$ cat src/rtl/uart_pkg.sv
// Shared UART definitions: receiver/transmitter FSM state encoding.
package uart_pkg;

   typedef enum logic [2:0] {
      S_IDLE  = 3'd0,
      S_START = 3'd1,
      S_DATA  = 3'd2,
      S_STOP  = 3'd3,
      S_BREAK = 3'd4
   } state;

endpackage : uart_pkg

$ cat src/rtl/uart_sync2.sv
// Two-flop synchroniser for a single asynchronous input bit.
// RST_VAL sets the value both flops take in reset (1 for an idle-high line).
module uart_sync2 #(
   parameter logic RST_VAL = 1'b1
) (
   input  logic clk,
   input  logic rst_n,
   input  logic d_i,
   output logic q_o
);

   logic meta_q;
   logic sync_q;

   // Two-stage capture of the asynchronous input to settle metastability.
   always_ff @(posedge clk or negedge rst_n) begin
      if (!rst_n) begin
         meta_q <= RST_VAL;
         sync_q <= RST_VAL;
      end else begin
         meta_q <= d_i;
         sync_q <= meta_q;
      end
   end

   assign q_o = sync_q;

endmodule : uart_sync2

$ cat src/rtl/uart_rx.sv
// UART receiver: start/data/stop framing with mid-bit sampling, a valid/ready
// output word, single-cycle frame-error and overrun pulses.
module uart_rx
   import uart_pkg::*;
#(
   parameter int data_len = 15,
   parameter int clk_div  = 100
) (
   input  logic                clk,
   input  logic                rst_n,
   input  logic                rx_in,
   input  logic                rx_ready,
   output logic [data_len-1:0] rx_data,
   output logic                rx_valid,
   output logic                frame_err,
   output logic                overrun,
   output logic                rx_busy
);

   localparam int CNT_W = $clog2(clk_div);
   localparam int BIT_W = $clog2(data_len) + 1;

   localparam logic [CNT_W-1:0] HALF_LAST = CNT_W'(clk_div / 2 - 1);
   localparam logic [CNT_W-1:0] FULL_LAST = CNT_W'(clk_div - 1);
   localparam logic [BIT_W-1:0] BITS_LAST = BIT_W'(data_len - 1);

   logic                rxs;
   state                state_q,     state_d;
   logic [CNT_W-1:0]    clk_cnt_q,   clk_cnt_d;
   logic [BIT_W-1:0]    bit_cnt_q,   bit_cnt_d;
   logic [data_len-1:0] shift_q,     shift_d;
   logic [data_len:0]   shift_ext_s;
   logic [data_len-1:0] rx_data_q,   rx_data_d;
   logic                rx_valid_q,  rx_valid_d;
   logic                frame_err_q, frame_err_d;
   logic                overrun_q,   overrun_d;
   logic                rx_busy_q,   rx_busy_d;

   uart_sync2 #(.RST_VAL(1'b1)) u_sync (
      .clk   (clk),
      .rst_n (rst_n),
      .d_i   (rx_in),
      .q_o   (rxs)
   );

   // Next-state and next-output decisions, all driven from the synchronised line.
   always_comb begin
      state_d     = state_q;
      clk_cnt_d   = clk_cnt_q;
      bit_cnt_d   = bit_cnt_q;
      shift_d     = shift_q;
      rx_data_d   = rx_data_q;
      frame_err_d = 1'b0;
      overrun_d   = 1'b0;
      // New bit enters at the MSB so the first bit on the line ends up in bit 0.
      shift_ext_s = {rxs, shift_q};

      // Consumer handshake drains the held word.
      if (rx_valid_q && rx_ready) begin
         rx_valid_d = 1'b0;
      end else begin
         rx_valid_d = rx_valid_q;
      end

      case (state_q)
         S_IDLE: begin
            clk_cnt_d = {CNT_W{1'b0}};
            bit_cnt_d = {BIT_W{1'b0}};
            if (!rxs) begin
               state_d = S_START;
            end else begin
               state_d = S_IDLE;
            end
         end
         S_START: begin
            if (clk_cnt_q == HALF_LAST) begin
               clk_cnt_d = {CNT_W{1'b0}};
               // Line back high at mid start bit means a glitch, not a frame.
               if (!rxs) begin
                  state_d = S_DATA;
               end else begin
                  state_d = S_IDLE;
               end
            end else begin
               clk_cnt_d = clk_cnt_q + CNT_W'(1);
            end
         end
         S_DATA: begin
            if (clk_cnt_q == FULL_LAST) begin
               clk_cnt_d = {CNT_W{1'b0}};
               shift_d   = shift_ext_s[data_len:1];
               if (bit_cnt_q == BITS_LAST) begin
                  bit_cnt_d = {BIT_W{1'b0}};
                  state_d   = S_STOP;
               end else begin
                  bit_cnt_d = bit_cnt_q + BIT_W'(1);
               end
            end else begin
               clk_cnt_d = clk_cnt_q + CNT_W'(1);
            end
         end
         S_STOP: begin
            if (clk_cnt_q == FULL_LAST) begin
               clk_cnt_d = {CNT_W{1'b0}};
               if (rxs) begin
                  // Return to idle now, leaving half a bit to catch the next start edge.
                  state_d = S_IDLE;
                  if (!rx_valid_q || rx_ready) begin
                     rx_data_d  = shift_q;
                     rx_valid_d = 1'b1;
                  end else begin
                     overrun_d = 1'b1;
                  end
               end else begin
                  frame_err_d = 1'b1;
                  state_d     = S_BREAK;
               end
            end else begin
               clk_cnt_d = clk_cnt_q + CNT_W'(1);
            end
         end
         S_BREAK: begin
            clk_cnt_d = {CNT_W{1'b0}};
            // A line held low must return high before a new start is accepted.
            if (rxs) begin
               state_d = S_IDLE;
            end else begin
               state_d = S_BREAK;
            end
         end
         default: begin
            state_d   = S_IDLE;
            clk_cnt_d = {CNT_W{1'b0}};
            bit_cnt_d = {BIT_W{1'b0}};
         end
      endcase

      rx_busy_d = (state_d != S_IDLE);
   end

   // FSM state, counters, shift register and registered outputs.
   always_ff @(posedge clk or negedge rst_n) begin
      if (!rst_n) begin
         state_q     <= S_IDLE;
         clk_cnt_q   <= {CNT_W{1'b0}};
         bit_cnt_q   <= {BIT_W{1'b0}};
         shift_q     <= {data_len{1'b0}};
         rx_data_q   <= {data_len{1'b0}};
         rx_valid_q  <= 1'b0;
         frame_err_q <= 1'b0;
         overrun_q   <= 1'b0;
         rx_busy_q   <= 1'b0;
      end else begin
         state_q     <= state_d;
         clk_cnt_q   <= clk_cnt_d;
         bit_cnt_q   <= bit_cnt_d;
         shift_q     <= shift_d;
         rx_data_q   <= rx_data_d;
         rx_valid_q  <= rx_valid_d;
         frame_err_q <= frame_err_d;
         overrun_q   <= overrun_d;
         rx_busy_q   <= rx_busy_d;
      end
   end

   assign rx_data   = rx_data_q;
   assign rx_valid  = rx_valid_q;
   assign frame_err = frame_err_q;
   assign overrun   = overrun_q;
   assign rx_busy   = rx_busy_q;

endmodule : uart_rx
$ cat config.mk
export PLATFORM = sky130hd
export DESIGN_NAME = uart_rx
export DESIGN_NICKNAME = d
export VERILOG_FILES = /design/src/rtl/uart_pkg.sv /design/src/rtl/uart_sync2.sv /design/src/rtl/uart_rx.sv
export SDC_FILE = /design/constraint.sdc
export NUM_CORES = 1
export LEC_CHECK = 0
export CAP_MARGIN = 25
export CELL_PAD_IN_SITES_DETAIL_PLACEMENT = 1
export CELL_PAD_IN_SITES_GLOBAL_PLACEMENT = 2
export CORE_MARGIN = 1.5
export CORE_UTILIZATION = 39
export CTS_CLUSTER_DIAMETER = 120
export DETAILED_ROUTE_END_ITERATION = 12
export PLACE_DENSITY_LB_ADDON = 0.1
export SLEW_MARGIN = 20
export SYNTH_ARGS = -nofsm -noshare
export SYNTH_HDL_FRONTEND = slang
export SYNTH_SLANG_ARGS = --single-unit
$ cat constraint.sdc
create_clock -name clk -period 2.65 [get_ports clk]
set_clock_uncertainty 0.15 [all_clocks]
set_input_delay 0.3975 -clock clk [delete_from_list [all_inputs] [get_ports clk]]
set_output_delay 0.3975 -clock clk [all_outputs]
set_load 0.02 [all_outputs]
==> summary.md, run 1 <==
| Metric | Value |
|---|---|
| Status | `complete, no violations` |
| Most common cell after layout, fill and taps aside | `dfrtp_1` |
| Reg2reg path depth | `6` |
| RSZ-0062 raised after global routing | `no` |
| Die Ht | `79.3 µm` |
| Period utilization | `0.815` |
| Clk slew on worst S/H paths | `0.09 ns` |
| Most frequent cells in the layout | `dfrtp_1 (49), clkdlybuf4s50_1 (21), mux2_2 (20)` |
| Syn Nets | `175` |
| Critical path launch point type | `flip-flop` |
| # DRC | `0` |
| Worst-Margin Slew | `0.619 ns` |
| RR Endpoint | `rx_data[0]` |
| Total CTS buffers | `5` |
| Die outline width | `79.3 µm` |
| Top cells by area, synth | `dfrtp_1 (54%), mux2_2 (9.9%), mux2_4 (7.3%)` |
| Setup bufs post-CTS | `0` |
| First-pass GRT wire length | `7.07 mm` |
| Routed Antenna Nets | `0` |
| Setup CP Type | `flip-flop to flip-flop` |
| Fmax | `0.463 GHz` |
| Core area | `5570 µm²` |
| R2r setup slk | `0.49 ns` |
| Hold-fix buffers, CTS | `0` |
| CP max stage cell | `dfrtp_1` |
| RD Place Congestion | `0.749` |
| CTS tree | `built` |
| CP peak stage delay | `0.41 ns` |
| Area share of the largest cell type after synthesis | `0.540` |
| Max capacitance violation total | `0` |
| Iter 0 DRT Violations | `61` |
| Syn Area/Cell | `13.6 µm²` |
| Via count | `1345` |
| Ys flop type | `dfrtp_1` |
| Peak supply drop | `212 µV` |
| #FFs+latches synth | `51` |
| PD cells | `509 nW/µm²` |
| Filler cells | `576` |
| Largest net degree at the start of global routing | `52` |
| Cell variety after synth | `46` |
| Worst-path fanout max | `15` |
| Synth warn | `0` |
| Pre-antenna DRT Iters | `2` |
| Worst-skew pair later-pin latency | `0.30 ns` |
| Slew headroom | `0.583` |
| Initial antenna violation count | `0` |
| LEAKAGE | `1.21 nW` |
| Vias in the first global route | `1425` |
| WL final | `4.19 mm` |
| Nets | `198` |
| Area delta synth->final | `15.8%` |
| FFs w/ async S/R, synth | `1.00` |
| Pins over their slew limit | `0` |
| Clock sinks | `51` |
| Yosys top cell by area | `dfrtp_1` |
| Drt via density | `5.11` |
| Final hold viol count | `0` |
| Register area share after synthesis | `0.563` |
| R2r startpoint | `clk_cnt_q[0]` |
| Num rows | `27` |
| Minimum clock period | `2.16 ns` |
| Post-synth EDFFs | `0` |
| Worst setup EP type | `flip-flop` |
| Crit path DAT | `2.20 ns` |
| Cts repair resizes | `0` |
| Final setup vio count | `0` |
| Die Footprint | `6290 µm²` |
| Overflow after GRT | `0` |
| Setup TNS | `0 ns` |
| H-tree depth | `2` |
| Min-Delay Path Class | `input pin to async pin` |
| Mapped Cells | `167` |
| Worst Path Required | `2.69 ns` |
| CTS Buffer Depth | `2` |
| Synth Cell Area | `2270 µm²` |
| Global-route usage over all layers | `0.148` |
| Post-detail-place hpwl | `2.90 mm` |
| Crit-path cells | `ha_1 -> nand4b_4 -> nor4_2 -> and3_1 -> buf_4 -> mux2_2` |
| Fraction of layout cells with a size suffix above 1 | `0.262` |
| ANT cells | `0` |
| Setup WS pre-CTS | `0.458 ns` |
| Post-route worst setup slack | `0.490 ns` |
| Initial Util | `0.407` |
| Root Driver | `clkbuf_8` |
| Wire per inst | `15.9 µm` |
| Top Ports | `23` |
| Buffers on Ports | `22` |
==> flip-flops by register name, indices dropped and copies added (netlist names) <==
name / flops
overrun: 1
clk_cnt_q: 7
rx_valid: 1
rx_data: 15
u_sync.meta_q: 1
frame_err: 1
rx_busy: 1
state_q: 3
bit_cnt_q: 5
shift_q: 15
u_sync.q_o: 1
==> metal layers <==
layer / GRT usage / vias up / share of wire
met1: 0.182 / 674 / 0.47
met5: 0 / - / 0
met2: 0.257 / 19 / 0.49
met3: 0.0414 / 6 / 0.030
met4: 0.0368 / 0 / 0.011
li1: - / 646 / -
==> critical path, delay by kind of cell, from the launching register on <==
| kind | cells | cell delay [ns] |
|---|---|---|
| and+or+nand+nor | 3 | 0.57 |
| DFF | 1 | 0.41 |
| muxes | 1 | 0.38 |
| adders and majority gates | 1 | 0.28 |
| buffers and inverters | 1 | 0.27 |
==> kinds of logic after synthesis <==
group           Yosys count  synth area share
compound gates           17            0.0562
xor+xnor                  5            0.0193
mux                      31             0.172
buf+inv                  11            0.0364
simple gates             48             0.131
flops                    51             0.563
fa+ha+maj                 4            0.0220
==> stage by stage <==
stage / hold WS, ns / cell area (µm²) / utilization / std cells / power, mW
final: 0.0444 / 2630 / 0.472 / 263 / 1.34
after global routing: 0.0818 / 2630 / 0.472 / 263 / 1.40
after CTS: 0.0673 / 2630 / 0.472 / 263 / 1.36
after detailed placement: 0.212 / 2520 / 0.452 / 255 / 0.819
after global placement: 0.205 / 2520 / 0.452 / 255 / 0.818
after floorplan: -0.0481 / 2270 / - / 167 / 0.798
==> how the worst max path moves through the flow <==
stage | start | to | slack [ns]
final | clk_cnt_q[0] | rx_data[0] | 0.49
after global routing | clk_cnt_q[0] | rx_data[0] | 0.32
after CTS | clk_cnt_q[0] | rx_data[0] | 0.45
after detailed placement | clk_cnt_q[0] | rx_data[0] | 0.46
after global placement | clk_cnt_q[0] | rx_data[4] | 0.53
after floorplan | clk_cnt_q[0] | rx_data[10] | 0.67
==> cell type report <==
class,instances,area [µm²],area share
multi-input cells,105,910,0.346
clock buffers,6,72.6,0.0276
inverters,3,11.3,0.00428
repair buffers,24,230,0.0875
flip-flops and latches,51,1280,0.486
well taps,72,90.1,0.0343
clock inverters,2,37.5,0.0143
==> power breakdown <==
group | internal (mW) | switching [mW] | total [mW]
Clock | 0.282 | 0.254 | 0.536
Sequential | 0.780 | 0.00197 | 0.782
Combinational | 0.00457 | 0.0150 | 0.0196
==> Yosys cell counts (3+ instances only) <==
master     n
and3_1     4
buf_6      3
dfrtp_1   49
ha_1       4
inv_1      3
mux2_2    20
mux2_4    11
nand2_1    6
nand2b_1   3
nand3_1    4
nor2_1    12
o21ai_0    3
o31ai_1    3
xnor2_1    3
Power figures use the tool's default switching activity.
==> run 2: changes to the inputs <==
--- a/config.mk
+++ b/config.mk
@@ -9,7 +9,7 @@
 export CELL_PAD_IN_SITES_DETAIL_PLACEMENT = 1
 export CELL_PAD_IN_SITES_GLOBAL_PLACEMENT = 2
 export CORE_MARGIN = 1.5
-export CORE_UTILIZATION = 39
+export CORE_UTILIZATION = 35
 export CTS_CLUSTER_DIAMETER = 120
 export DETAILED_ROUTE_END_ITERATION = 12
 export PLACE_DENSITY_LB_ADDON = 0.1
==> constraint.sdc (replaced) <==
create_clock -name clk -period 1.7 [get_ports clk]
set_clock_uncertainty 0.15 [all_clocks]
set_input_delay 0.255 -clock clk [delete_from_list [all_inputs] [get_ports clk]]
set_output_delay 0.255 -clock clk [all_outputs]
set_load 0.02 [all_outputs]
==> run 2 against run 1 <==
  * The flow now finishes with violations (setup timing)
  * Power rose by 50%
  * Flip-flop and latch count did not move
  * Critical path depth fell by 1
  * Cell count is 13% higher
  * Worst hold slack better by 0.17 ns
  * Highest routed layer unchanged
  * Setup slack got worse by 0.66 ns
  * Maximum frequency is 16% higher
  * Register-to-register slack got worse by 0.66 ns
  * Clock power up 39%
  * Critical endpoint is now rx_busy
  * Sequential share of layout area shrank 7.1 points
  * Combinational power grew 90%
  * Critical path type unchanged
==> summary.md, run 2 (synthesized netlist as in run 1, its figures left out) <==
| Metric | Value |
|---|---|
| Die outline width | `83.6 µm (was 79.3 µm)` |
| Peak supply drop | `328 µV (was 212 µV)` |
| Crit path DAT | `1.89 ns (was 2.20 ns)` |
| Slew headroom | `0.754 (was 0.583)` |
| Reg area | `1280 µm² (about the same)` |
| Period utilization | `1.10 (was 0.815)` |
| Critical path launch point type | `flip-flop (unchanged)` |
| Die Footprint | `6980 µm² (was 6290 µm²)` |
| Vias in the first global route | `1626 (was 1425)` |
| Filler cells | `659 (was 576)` |
| H-tree depth | `2 (unchanged)` |
| Die Ht | `83.6 µm (was 79.3 µm)` |
| Status | `finished, violations left (was complete, no violations)` |
| Fmax | `0.535 GHz (was 0.463 GHz)` |
| Wire per inst | `16.6 µm (was 15.9 µm)` |
| Worst-Margin Slew | `0.367 ns (was 0.619 ns)` |
| Worst Path Required | `1.72 ns (was 2.69 ns)` |
| Pins over their slew limit | `0 (unchanged)` |
| Hold_ws | `0.211 ns (was 0.0444 ns)` |
| Routed Antenna Nets | `0 (unchanged)` |
| WL met3 | `122 µm (was 124 µm)` |
| Post-detail-place hpwl | `3.26 mm (was 2.90 mm)` |
| Setup CP Type | `flip-flop to flip-flop (unchanged)` |
| Fin cells | `296 (was 263)` |
| Total CTS buffers | `5 (unchanged)` |
| Most common cell after layout, fill and taps aside | `dfrtp_1 (unchanged)` |
| Core area | `6310 µm² (was 5570 µm²)` |
| Dpl cells | `283 (was 255)` |
| # DRC | `0 (unchanged)` |
| Top layer in use | `met4 (unchanged)` |
| Setup WS pre-CTS | `-0.280 ns (was 0.458 ns)` |
| Routed length on met2 | `2.56 mm (was 2.06 mm)` |
| CTS tree | `built (unchanged)` |
| WL final | `4.92 mm (was 4.19 mm)` |
| Failing checks | `setup timing` |
| Post-route worst setup slack | `-0.168 ns (was 0.490 ns)` |
| ANT cells | `0 (unchanged)` |
| Drt via density | `5.00 (was 5.11)` |
| Buffers on Ports | `22 (unchanged)` |
| Top Ports | `23 (unchanged)` |
| Final hold viol count | `0 (unchanged)` |
| M1 wire length | `2.16 mm (was 1.96 mm)` |
| First-pass GRT wire length | `8.20 mm (was 7.07 mm)` |
| Overflow after GRT | `0 (unchanged)` |
| Minimum clock period | `1.87 ns (was 2.16 ns)` |
| Worst-skew pair later-pin latency | `0.30 ns (about the same)` |
| Multi-input logic area | `1080 µm² (was 910 µm²)` |
| Initial Util | `0.360 (was 0.407)` |
| Max capacitance violation total | `0 (unchanged)` |
| Most frequent cells in the layout | `dfrtp_1 (48), buf_4 (24), mux2_4 (16) (was dfrtp_1 (49), clkdlybuf4s50_1 (21), mux2_2 (20))` |
| Largest net degree at the start of global routing | `52 (unchanged)` |
| Clk slew on worst S/H paths | `0.09 ns (about the same)` |
| PD cells | `649 nW/µm² (was 509 nW/µm²)` |
| Num rows | `29 (was 27)` |
| Final setup vio count | `39 (was 0)` |
| Via count | `1479 (was 1345)` |
| Pre-antenna DRT Iters | `4 (was 2)` |
| RD Place Congestion | `0.769 (was 0.749)` |
| Worst setup EP type | `flip-flop (unchanged)` |
| Clock sinks | `51 (unchanged)` |
| Min-Delay Path Class | `input pin to flip-flop (was input pin to async pin)` |
| LEAKAGE | `1.61 nW (was 1.21 nW)` |
| RSZ-0062 raised after global routing | `yes (was no)` |
| Area delta synth->final | `35.8% (was 15.8%)` |
| Initial antenna violation count | `0 (unchanged)` |
| CTS Buffer Depth | `2 (unchanged)` |
| Root Driver | `clkbuf_8 (unchanged)` |
| Global-route usage over all layers | `0.150 (was 0.148)` |
| Nets | `226 (was 198)` |
| Worst-path fanout max | `4 (was 15)` |
| Fraction of layout cells with a size suffix above 1 | `0.438 (was 0.262)` |
| Iter 0 DRT Violations | `41 (was 61)` |
## run 2: cell count changes in the layout (fill, tap and decap cells not counted), sizes merged, moves of 6 or more
cell	before	now
dlygate4sd2	0	6
dlymetal6s2s	0	10
clkdlybuf4s50	21	5
buf	3	29
## run 2: through the flow
stage | TNS [ns] | power (mW) | instance area [µm²] | util
finish | -3.53 | 2.00 | 3080 | 0.489
global route | -8.40 | 2.08 | 3080 | 0.489
CTS | -5.35 | 2.03 | 2950 | 0.467
detailed placement | -7.78 | 1.28 | 2750 | 0.435
global placement | -4.70 | 1.28 | 2750 | 0.435
floorplan | -2.14 | 1.24 | 2280 | -
## run 2: layout make-up
| cell class | count | area share |
|---|---|---|
| clock buffer | 6 | 0.0268 |
| timing repair buffer | 52 | 0.168 |
| inverter | 3 | 0.00365 |
| clock inverter | 2 | 0.00527 |
| sequential | 51 | 0.415 |
| multi-input combinational | 105 | 0.350 |
| tap | 77 | 0.0312 |
## run 2: timing repair
| action | 4_1_cts | 5_1_grt |
|---|---|---|
| hold buffers | 1 | 0 |
| pin swaps | 9 | 9 |
| gates cloned | 0 | 1 |
| resized for setup | 24 | 25 |
| buffers inserted | 2 | 1 |
| hold endpoints to repair | 49 | 0 |
| setup endpoints to repair | 50 | 56 |
## run 2: metal layers
| metal | up-vias | GRT usage |
|---|---|---|
| met3 | 6 | 0.0336 |
| met4 | 0 | 0.0537 |
| met2 | 20 | 0.258 |
| met1 | 757 | 0.186 |
| li1 | 696 | - |
| met5 | - | 0 |
## run 2: final timing paths
| path | start | endpoint | slack, ns | depth (start not counted) |
|---|---|---|---|---|
| max | clk_cnt_q[1] | rx_busy | -0.17 | 5 |
| min | rx_in | u_sync.meta_q | 0.21 | 1 |
| max reg2reg | clk_cnt_q[1] | rx_busy | -0.17 | 5 |
| min reg2reg | u_sync.meta_q | u_sync.q_o | 0.21 | 0 |
| max in group asynchronous | rst_n | u_sync.meta_q | 0.78 | 3 |
| min in group asynchronous | rst_n | rx_data[3] | 0.33 | 3 |
## run 2: critical path, cell delays in order, from the launching register on
cell,delay [ns]
dfrtp_1,0.41
ha_4,0.17
and4b_2,0.31
and3_1,0.20
o21ai_0,0.12
or3_1,0.37
## run 2: report_power, final
group / internal (mW) / switching, mW / leakage (nW)
clock network: 0.333 / 0.410 / 0.0474
registers: 1.22 / 0.00351 / 0.684
logic: 0.0120 / 0.0253 / 0.874
==> run 3: changes to the inputs <==
--- a/config.mk
+++ b/config.mk
@@ -11,6 +11,7 @@
 export CORE_MARGIN = 1.5
 export CORE_UTILIZATION = 35
 export CTS_CLUSTER_DIAMETER = 120
+export CTS_CLUSTER_SIZE = 16
 export DETAILED_ROUTE_END_ITERATION = 12
 export PLACE_DENSITY_LB_ADDON = 0.1
 export SLEW_MARGIN = 20
==> results of run 3 <==
No change in the layout: final DEF, timing and power equal those of run 2.
